File: src/rtl/cru_pkg.sv
`default_nettype none
// ============================================================================
//  Module      : cru_pkg
//  Description : Shared types and helper functions for the cru_cascade
//                clock/reset unit: FSM state encoding, divider-ratio vector
//                type, cascaded period product and counter width helper.
//  Revision    : 1.0 - initial release
// ============================================================================
package cru_pkg;

   // Largest supported number of cascaded enable stages.
   localparam int unsigned MAX_EN = 8;

   // Fixed-size ratio vector so helpers can take any configuration.
   // Unused trailing entries are expected to be 1.
   typedef int unsigned div_vec_t [MAX_EN];

   typedef enum logic [1:0] {
      SYNC      = 2'd0,
      WAIT_LOCK = 2'd1,
      STRETCH   = 2'd2,
      RUN       = 2'd3
   } cru_state_e;

   // P_k = d[0] * d[1] * ... * d[k]: period of enable k in clk cycles.
   function automatic int unsigned div_prod(input div_vec_t d, input int unsigned k);
      int unsigned p;
      p = 1;
      for (int i = 0; i < MAX_EN; i++) begin
         if (i <= int'(k)) p = p * d[i[2:0]];
      end
      return p;
   endfunction

   // Counter width for a modulo-d counter, never narrower than one bit.
   function automatic int unsigned cnt_width(input int unsigned d);
      return (d < 2) ? 1 : $clog2(d);
   endfunction

endpackage
`default_nettype wire

File: src/rtl/cru_div_stage.sv
`default_nettype none
// ============================================================================
//  Module      : cru_div_stage
//  Description : One stage of the enable divider cascade. Counts incoming
//                ticks modulo DIV and passes a tick on at terminal count.
//                DIV = 1 degenerates to a wire (no counter).
//  Ports       : clk       - clock
//                reset_n   - asynchronous active-low reset
//                run       - counter may advance; low holds counter at 0
//                clr       - synchronous realign, counter to 0
//                tick_in   - tick from the previous stage (1 for stage 0)
//                tick_out  - tick_in qualified by terminal count
//  Revision    : 1.0 - initial release
// ============================================================================
module cru_div_stage
   import cru_pkg::*;
#(
   parameter int unsigned DIV = 1
) (
   input  logic clk,
   input  logic reset_n,
   input  logic run,
   input  logic clr,
   input  logic tick_in,
   output logic tick_out
);

   if (DIV == 1) begin : g_pass
      // Pure pass-through; the control inputs have no work to do here.
      logic w_unused;
      assign w_unused = &{1'b0, clk, reset_n, run, clr};
      assign tick_out = tick_in;
   end else begin : g_cnt
      localparam int unsigned W = cnt_width(DIV);
      localparam logic [W-1:0] LAST = W'(DIV - 1);

      logic [W-1:0] cnt_q;
      logic         w_last;

      assign w_last   = (cnt_q == LAST);
      assign tick_out = tick_in && w_last;

      always_ff @(posedge clk or negedge reset_n) begin
         if (!reset_n) begin
            cnt_q <= '0;
         end else if (!run || clr) begin
            cnt_q <= '0;
         end else if (tick_in) begin
            cnt_q <= w_last ? '0 : cnt_q + 1'b1;
         end
      end
   end

endmodule
`default_nettype wire

File: src/rtl/cru_cascade.sv
`default_nettype none
// ============================================================================
//  Module      : cru_cascade
//  Description : Clock/reset unit for the 240 MHz radio datapath. Produces a
//                synchronised, lock-gated, stretched active-high reset and
//                N_EN cascaded, phase-aligned one-cycle clock enables.
//  Ports       : clk        - 240 MHz PLL clock
//                reset_n    - asynchronous active-low external reset
//                pll_locked - PLL lock, asynchronous to clk
//                sync_clr   - synchronous realign of all dividers (RUN only)
//                reset_out  - registered active-high downstream reset
//                en[N_EN]   - stage enable pulses, one clk wide
//                lol_clr    - clears lol_sticky    (CRU_LOCK_MONITOR_EN)
//                lol_sticky - loss-of-lock flag     (CRU_LOCK_MONITOR_EN)
//  Options     : CRU_LOCK_MONITOR_EN - lock loss in RUN returns the unit to
//                WAIT_LOCK and sets a sticky loss-of-lock flag.
//  Revision    : 1.0 - initial release
// ============================================================================
module cru_cascade
   import cru_pkg::*;
#(
   parameter int unsigned N_EN             = 3,
   parameter int unsigned DIV [N_EN]       = '{5, 50, 30},
   parameter int unsigned RST_STRETCH      = 16,
   parameter int unsigned SYNC_STAGES      = 2
) (
   input  logic            clk,
   input  logic            reset_n,
   input  logic            pll_locked,
   input  logic            sync_clr,
`ifdef CRU_LOCK_MONITOR_EN
   input  logic            lol_clr,
   output logic            lol_sticky,
`endif
   output logic            reset_out,
   output logic [N_EN-1:0] en
);

   // ---------------------------------------------------------------------
   // Elaboration-time configuration checks
   // ---------------------------------------------------------------------
   if (N_EN < 1 || N_EN > MAX_EN) begin : g_bad_n_en
      $fatal(1, "cru_cascade: N_EN=%0d out of range 1..%0d", N_EN, MAX_EN);
   end
   if (SYNC_STAGES < 2) begin : g_bad_sync
      $fatal(1, "cru_cascade: SYNC_STAGES=%0d must be >= 2", SYNC_STAGES);
   end
   if (RST_STRETCH < 1) begin : g_bad_stretch
      $fatal(1, "cru_cascade: RST_STRETCH must be >= 1");
   end

   localparam int unsigned SW = cnt_width(RST_STRETCH);
   localparam logic [SW-1:0] STRETCH_LAST = SW'(RST_STRETCH - 1);

   // ---------------------------------------------------------------------
   // Synchronisers: reset release (async assert, sync deassert) and lock
   // ---------------------------------------------------------------------
   logic [SYNC_STAGES-1:0] rst_sync_q;
   logic [SYNC_STAGES-1:0] lock_sync_q;
   logic                   w_rst_s;
   logic                   w_locked_s;

   always_ff @(posedge clk or negedge reset_n) begin
      if (!reset_n) begin
         rst_sync_q  <= '0;
         lock_sync_q <= '0;
      end else begin
         rst_sync_q  <= {rst_sync_q[SYNC_STAGES-2:0], 1'b1};
         lock_sync_q <= {lock_sync_q[SYNC_STAGES-2:0], pll_locked};
      end
   end

   assign w_rst_s    = rst_sync_q[SYNC_STAGES-1];
   assign w_locked_s = lock_sync_q[SYNC_STAGES-1];

   // ---------------------------------------------------------------------
   // Reset sequencing FSM with registered reset_out
   // ---------------------------------------------------------------------
   cru_state_e    state_q;
   logic [SW-1:0] stretch_q;
   logic          reset_out_q;

   always_ff @(posedge clk or negedge reset_n) begin
      if (!reset_n) begin
         state_q     <= SYNC;
         stretch_q   <= '0;
         reset_out_q <= 1'b1;
      end else begin
         case (state_q)
            SYNC: begin
               if (w_rst_s) state_q <= WAIT_LOCK;
            end
            WAIT_LOCK: begin
               if (w_locked_s) begin
                  state_q   <= STRETCH;
                  stretch_q <= '0;
               end
            end
            STRETCH: begin
               // Any lock dropout restarts the whole stretch window.
               if (!w_locked_s) begin
                  state_q   <= WAIT_LOCK;
                  stretch_q <= '0;
               end else if (stretch_q == STRETCH_LAST) begin
                  state_q     <= RUN;
                  stretch_q   <= '0;
                  reset_out_q <= 1'b0;
               end else begin
                  stretch_q <= stretch_q + 1'b1;
               end
            end
            RUN: begin
`ifdef CRU_LOCK_MONITOR_EN
               if (!w_locked_s) begin
                  state_q     <= WAIT_LOCK;
                  reset_out_q <= 1'b1;
               end
`endif
            end
            default: begin
               state_q     <= SYNC;
               reset_out_q <= 1'b1;
            end
         endcase
      end
   end

   assign reset_out = reset_out_q;

   // Dividers run only in RUN; with the lock monitor, a lock loss stops them
   // on the same edge the FSM leaves RUN so no stray pulse escapes.
   logic w_run;
`ifdef CRU_LOCK_MONITOR_EN
   assign w_run = (state_q == RUN) && w_locked_s;

   logic lol_q;
   always_ff @(posedge clk or negedge reset_n) begin
      if (!reset_n) begin
         lol_q <= 1'b0;
      end else if ((state_q == RUN) && !w_locked_s) begin
         lol_q <= 1'b1;
      end else if (lol_clr) begin
         lol_q <= 1'b0;
      end
   end
   assign lol_sticky = lol_q;
`else
   assign w_run = (state_q == RUN);
`endif

   // ---------------------------------------------------------------------
   // Divider cascade: tick_chain[k] feeds stage k, tick_chain[k+1] = tick_k
   // ---------------------------------------------------------------------
   logic [N_EN:0]   tick_chain;
   logic [N_EN-1:0] en_q;
   logic [N_EN-1:0] en_d;

   assign tick_chain[0] = 1'b1;

   for (genvar k = 0; k < N_EN; k++) begin : g_stage
      if (DIV[k] == 0) begin : g_bad_div
         $fatal(1, "cru_cascade: DIV[%0d] must be >= 1", k);
      end
      cru_div_stage #(
         .DIV (DIV[k])
      ) u_stage (
         .clk      (clk),
         .reset_n  (reset_n),
         .run      (w_run),
         .clr      (sync_clr),
         .tick_in  (tick_chain[k]),
         .tick_out (tick_chain[k+1])
      );
   end

   // A clear wins over a coincident terminal count.
   assign en_d = (w_run && !sync_clr) ? tick_chain[N_EN:1] : '0;

   always_ff @(posedge clk or negedge reset_n) begin
      if (!reset_n) begin
         en_q <= '0;
      end else begin
         en_q <= en_d;
      end
   end

   assign en = en_q;

endmodule
`default_nettype wire
File: config.mk
export PLATFORM = sky130hd
export DESIGN_NAME = cru_cascade
export DESIGN_NICKNAME = d
export VERILOG_FILES = /design/src/rtl/cru_pkg.sv /design/src/rtl/cru_div_stage.sv /design/src/rtl/cru_cascade.sv
export SDC_FILE = /design/constraint.sdc
export NUM_CORES = 1
export LEC_CHECK = 0
export ABC_AREA = 1
export CORE_MARGIN = 2
export CORE_UTILIZATION = 41
export CTS_BUF_LIST = sky130_fd_sc_hd__clkbuf_4
export DETAILED_ROUTE_END_ITERATION = 10
export GPL_TIMING_DRIVEN = 0
export PLACE_DENSITY = 0.64
export REMOVE_ABC_BUFFERS = 1
export SLEW_MARGIN = 10
export SYNTH_ARGS = -nofsm -noshare
export SYNTH_HDL_FRONTEND = slang
export SYNTH_SLANG_ARGS = --single-unit
export TNS_END_PERCENT = 20
File: constraint.sdc
create_clock -name clk -period 1.6 [get_ports clk]
set_input_delay 0.4 -clock clk [delete_from_list [all_inputs] [get_ports clk]]
set_output_delay 0.4 -clock clk [all_outputs]
set_load 0.02 [all_outputs]
## Word level (Yosys, flattened, before mapping)

Index checks and enable logic that the tools add are counted.

| operators by class | value |
|---|---|
| $add $sub $neg | 4 |
| equal/unequal tests | 10 |
| multiplexer cells | 18 |
| reduce and logical (&&, ||, !) cells | 14 |

Operator list:

| operator | count |
|---|---|
| $mux W6 | 3 |
| $mux W5 | 3 |
| $mux W4 | 3 |
| $mux W3 | 3 |
| $mux W2 | 4 |
| $pmux W4 S2 | 1 |
| $add A6 B1 Y6 const B | 1 |
| $eq A6 B6 Y1 const B | 1 |
| $pmux W2 S3 | 1 |
| $reduce_bool A2 Y1 | 3 |
| $add A5 B1 Y5 const B | 1 |
| $eq A5 B5 Y1 const B | 1 |
| $add A4 B1 Y4 const B | 1 |
| $eq A2 B2 Y1 const B | 2 |
| $eq A4 B4 Y1 const B | 1 |
| $ne A2 B2 Y1 const B | 2 |
| $reduce_and A4 Y1 | 1 |
| $add A3 B1 Y3 const B | 1 |
| $eq A3 B3 Y1 const B | 1 |
| $logic_and A1 B1 Y1 | 3 |
| $ne A3 B3 Y1 const B | 1 |
| $reduce_and A3 Y1 | 1 |
| $reduce_bool A3 Y1 | 1 |
| $eq A2 B1 Y1 const B | 1 |
| other kinds (4) | 5 |

| storage, ports and cells | value |
|---|---|
| bits in registers | 28 |
| bits of input ports | 4 |
| output and inout port bits | 4 |

## Logic depth before layout (Yosys ltp)

| logic depth | value |
|---|---|
| depth in word-level cells | 4 |
| mapped depth | 9 |
| depth with buffers taken out | 9 |

## Modules after synthesis

From an unflattened synthesis, not the netlist that was laid out.

| second synthesis, totals | value |
|---|---|
| cells, all modules | 197 |
| area, all modules | 1580.3 µm² |

Modules (own cells, without submodules):

| module | instances | cells an instance | area each (µm²) | sequential area each (µm²) |
|---|---|---|---|---|
| cru_cascade | 1 | 78 | 689.4 | 351.6 |
| cru_div_stage (g_stage[1].u_stage) | 1 | 49 | 370.4 | 150.1 |
| cru_div_stage (g_stage[2].u_stage) | 1 | 44 | 320.3 | 125.1 |
| cru_div_stage (g_stage[0].u_stage) | 1 | 26 | 200.2 | 75.1 |

## Worst setup path before layout

No wires, ideal clock.

| path | value |
|---|---|
| kind | reg-to-reg |
| start point | register state_q[0] |
| end point | register state_q[0] |
| library setup time | 0.121 ns |
| arrival time | 1.122 ns |
| slack | 0.357 ns |
| cell stages (with the launch flop) | 9 |
| buffers on the path | 0 |
| period minus slack after synthesis | 1.243 ns |
| cells stage by stage | dfrtp_1 > inv_1 > ha_1 > nand2_1 > inv_1 > nand2_1 > nand2_1 > o21bai_1 > nand2_1 |

| between the ends | value |
|---|---|
| cells in the longest elaborated chain, start to end | 3 |

RTL lines:

| element | line | text |
|---|---|---|
| from (decl) | cru_cascade.sv:79 | `cru_state_e state_q;` |
| from (signal assigned) | cru_cascade.sv:85 | `state_q <= SYNC;` |
| from (signal assigned) | cru_cascade.sv:91 | `if (w_rst_s) state_q <= WAIT_LOCK;` |
| from (signal assigned) | cru_cascade.sv:95 | `state_q <= STRETCH;` |
| $eq A2 B2 Y1 (tied with other cells) | cru_cascade.sv:89 | `case (state_q)` |
| $ne A3 B3 Y1 (no line) (tied with other cells) | n/a |  |
| $reduce_and A4 Y1 (no line) | n/a |  |

Several ways; a longest one is shown, not always the timed one.
A chain may end at the register's enable or synchronous reset.

## Worst setup path in the final report

| path | value |
|---|---|
| start point | register en_q[0], in the netlist en[0] |
| end point | output en[0] |

RTL lines:

| element | line | text |
|---|---|---|
| from (decl) | cru_cascade.sv:155 | `logic [N_EN-1:0] en_q;` |
| from (signal assigned) | cru_cascade.sv:183 | `en_q <= en_d;` |
| to (decl) | cru_cascade.sv:36 | `output logic [N_EN-1:0] en` |

No word-level cell between the ends.

==> flow_summary.yaml <==
sta:
  fmax_mhz: 685
  rsz0062_at_grt: "no"
  hold_viol: 0
  finClkSkew_ps: 6.52
  fin_crit_ps: 1460
  slew_violations: 0
  slew_headroom_pct: 59.0
  setup_viol: 0
  period_share_pct: 91.3
  worstMarginPinSlew_ps: 615
  final.setup.worst_slack_ps: 139
  finalSetupTns_ps: 0
die:
  die_y_microns: 65.0
  core_area_sq_um: 3610
  die_x_microns: 65.0
  die-area_sq_um: 4220
  rows: 22
  start_util_pct: 42.3
  ios: 8
job:
  maxCapViolCount: 0
worst_setup_path:
  end_kind: "output pin"
  cp.depth: 1
  cpLargestDelayFamily: "flip-flops"
  crit_fanout: 1
  cp-start-kind: "register"
  reg2reg_depth: 8
  slowest_delay_ps: 400
  critical_path_class: "register to output pin"
  worstPathRequired_ps: 1200
  cp_data_arrival_time_ps: 1060
  path_buf_inv: 1
  crit_chain: "dlygate4sd2_1"
  cp_slowest_cell: "dfrtp_1"
  reg2reg_setup_slack_ps: 150
grt:
  grt_pass1_wl_microns: 4630
  grt.total_usage_pct: 14.2
  grt_pass1_vias: 1126
  grt-ovfl-total: 0
  antenna_found_initial: 0
  grt_max_degree: 29
synthesis:
  yosys.area.top_type_share_pct: 44.3
  synth_seq_cells: 28
  ys_seq_area_share_pct: 46.1
  synth_area_leaders: "dfrtp_1 44%, ha_1 9.9%, nand2_1 9.1%"
  syn_avg_cell_area_sq_um: 8.91
  synth_cells: 171
  yosysTopAreaCell: "dfrtp_1"
  yosysWarnings: 0
  ys_types: 26
  syn_area_sq_um: 1520
clock_tree:
  numCtsBuffers: 3
  cts.sinks: 28
  ctsHoldBuffers: 0
  clk_pin_slew_worst_paths_ps: 160
  cts_buffer_depth: 2
  clk_latency_ps: 340
  cts_htree_levels: 1
  root_buffer: "clkbuf_4"
  cts_tree: "built"
place:
  pre_cts_ws_ps: -318
  gp_congestion: 0.797
  placed_area_sq_um: 1650
  dpl.hpwl_microns: 1930
  portBuffers: 7
routing:
  routed_wl_microns: 2470
  drtIter0Drc: 38
  ant_nets: 0
  wl_per_cell_microns: 10.7
  avgViaCountPerCell: 4.69
  vias: 1083
  drc: 0
  drtPass1Iterations: 4
power:
  max-vdd-ir-drop_mv: 0.464
  p_per_area_nw_per_um2: 996
  leakage_uw: 0.000860
  finalPower_uw: 1690
finish:
  area_delta_synth_final_pct: 11.6
  nNetsFinal: 200
  layout_common_cells: "37 x nand2_1, 27 x dfrtp_1, 25 x inv_1"
  layout_commonest_cell: "nand2_1"
  drive_above_1_share_pct: 16.4
  final_area_sq_um: 1700
  diodes: 0
worst_hold_path:
  hp-class: "primary input to asynchronous set/reset pin"
outcome:
  status: "finished clean"
[layer usage]
| metal | global-route usage [%] | share of wire (%) |
|---|---|---|
| met5 | 0 | 0 |
| met1 | 15.7 | 41 |
| met4 | 4.79 | 1.6 |
| met3 | 3.65 | 3.3 |
| met2 | 26.2 | 54 |
[per-stage QoR]
step | utilization [%] | std cells | hold slack, ps
after floorplan | - | 171 | 104
after global placement | 45.9 | 226 | 333
after detailed placement | 45.9 | 226 | 341
after CTS | 47.3 | 230 | 377
after global routing | 47.2 | 231 | 60.2
final | 47.2 | 231 | 36.0
[power by group]
group          switching, uW  internal [uW]
registers               38.6            755
logic                    262            163
clock network            221            254
total                    522           1170
[area by class of cell]
class	count	area (sq um)
fill	357	1910
multi-input combinational	112	706
sequential	28	702
inverter	31	116
timing repair buffer	8	63.8
tap	48	60.1
clock inverter	1	30.0
clock buffer	3	22.5
[registers in the layout (all words and copies together) (netlist names)]
| signal | count |
|---|---|
| rst_sync_q | 2 |
| reset_out | 1 |
| g_stage.u_stage.g_cnt.cnt_q | 14 |
| en | 3 |
| state_q | 2 |
| lock_sync_q | 2 |
| stretch_q | 4 |
[final timing paths]
path,start,end
max reg2reg,state_q[0],state_q[0]
min,reset_n,stretch_q[3]
max in group asynchronous,reset_n,en[2]
max,en[0],en[0]
min reg2reg,rst_sync_q[0],rst_sync_q[1]
min in group clk,rst_sync_q[0],rst_sync_q[1]
[kinds of logic (layout without fill, tap and decap cells)]
group | after synthesis | in the layout | synth area share (%)
adder cells (fa/ha/maj) | 12 | 12 | 9.85
buffers and inverters | 31 | 43 | 7.64
other | 1 | 1 | 0.246
flip-flops | 28 | 28 | 46.1
XOR/XNOR | 6 | 6 | 3.45
AND/OR/NAND/NOR | 74 | 74 | 23.8
AO/OA/AOI/OAI | 19 | 19 | 8.95
[cells in the mapped netlist, drive strengths merged]
master / count
dfrtp: 27
o21bai: 4
inv: 31
a21oi: 3
a21boi: 1
nor2: 16
ha: 12
nand3: 18
xor2: 3
o21ai: 9
dfstp: 1
nand2: 40
o21a: 1
conb: 1
a22o: 1
xnor2: 3
[timing repair]
item,4_1_cts,5_1_grt
resized for setup,6,1
buffers inserted,0,1
pin swaps,0,0
endpoints found under the setup margin,4,3
No activity file was read; power rests on OpenSTA's default activity.
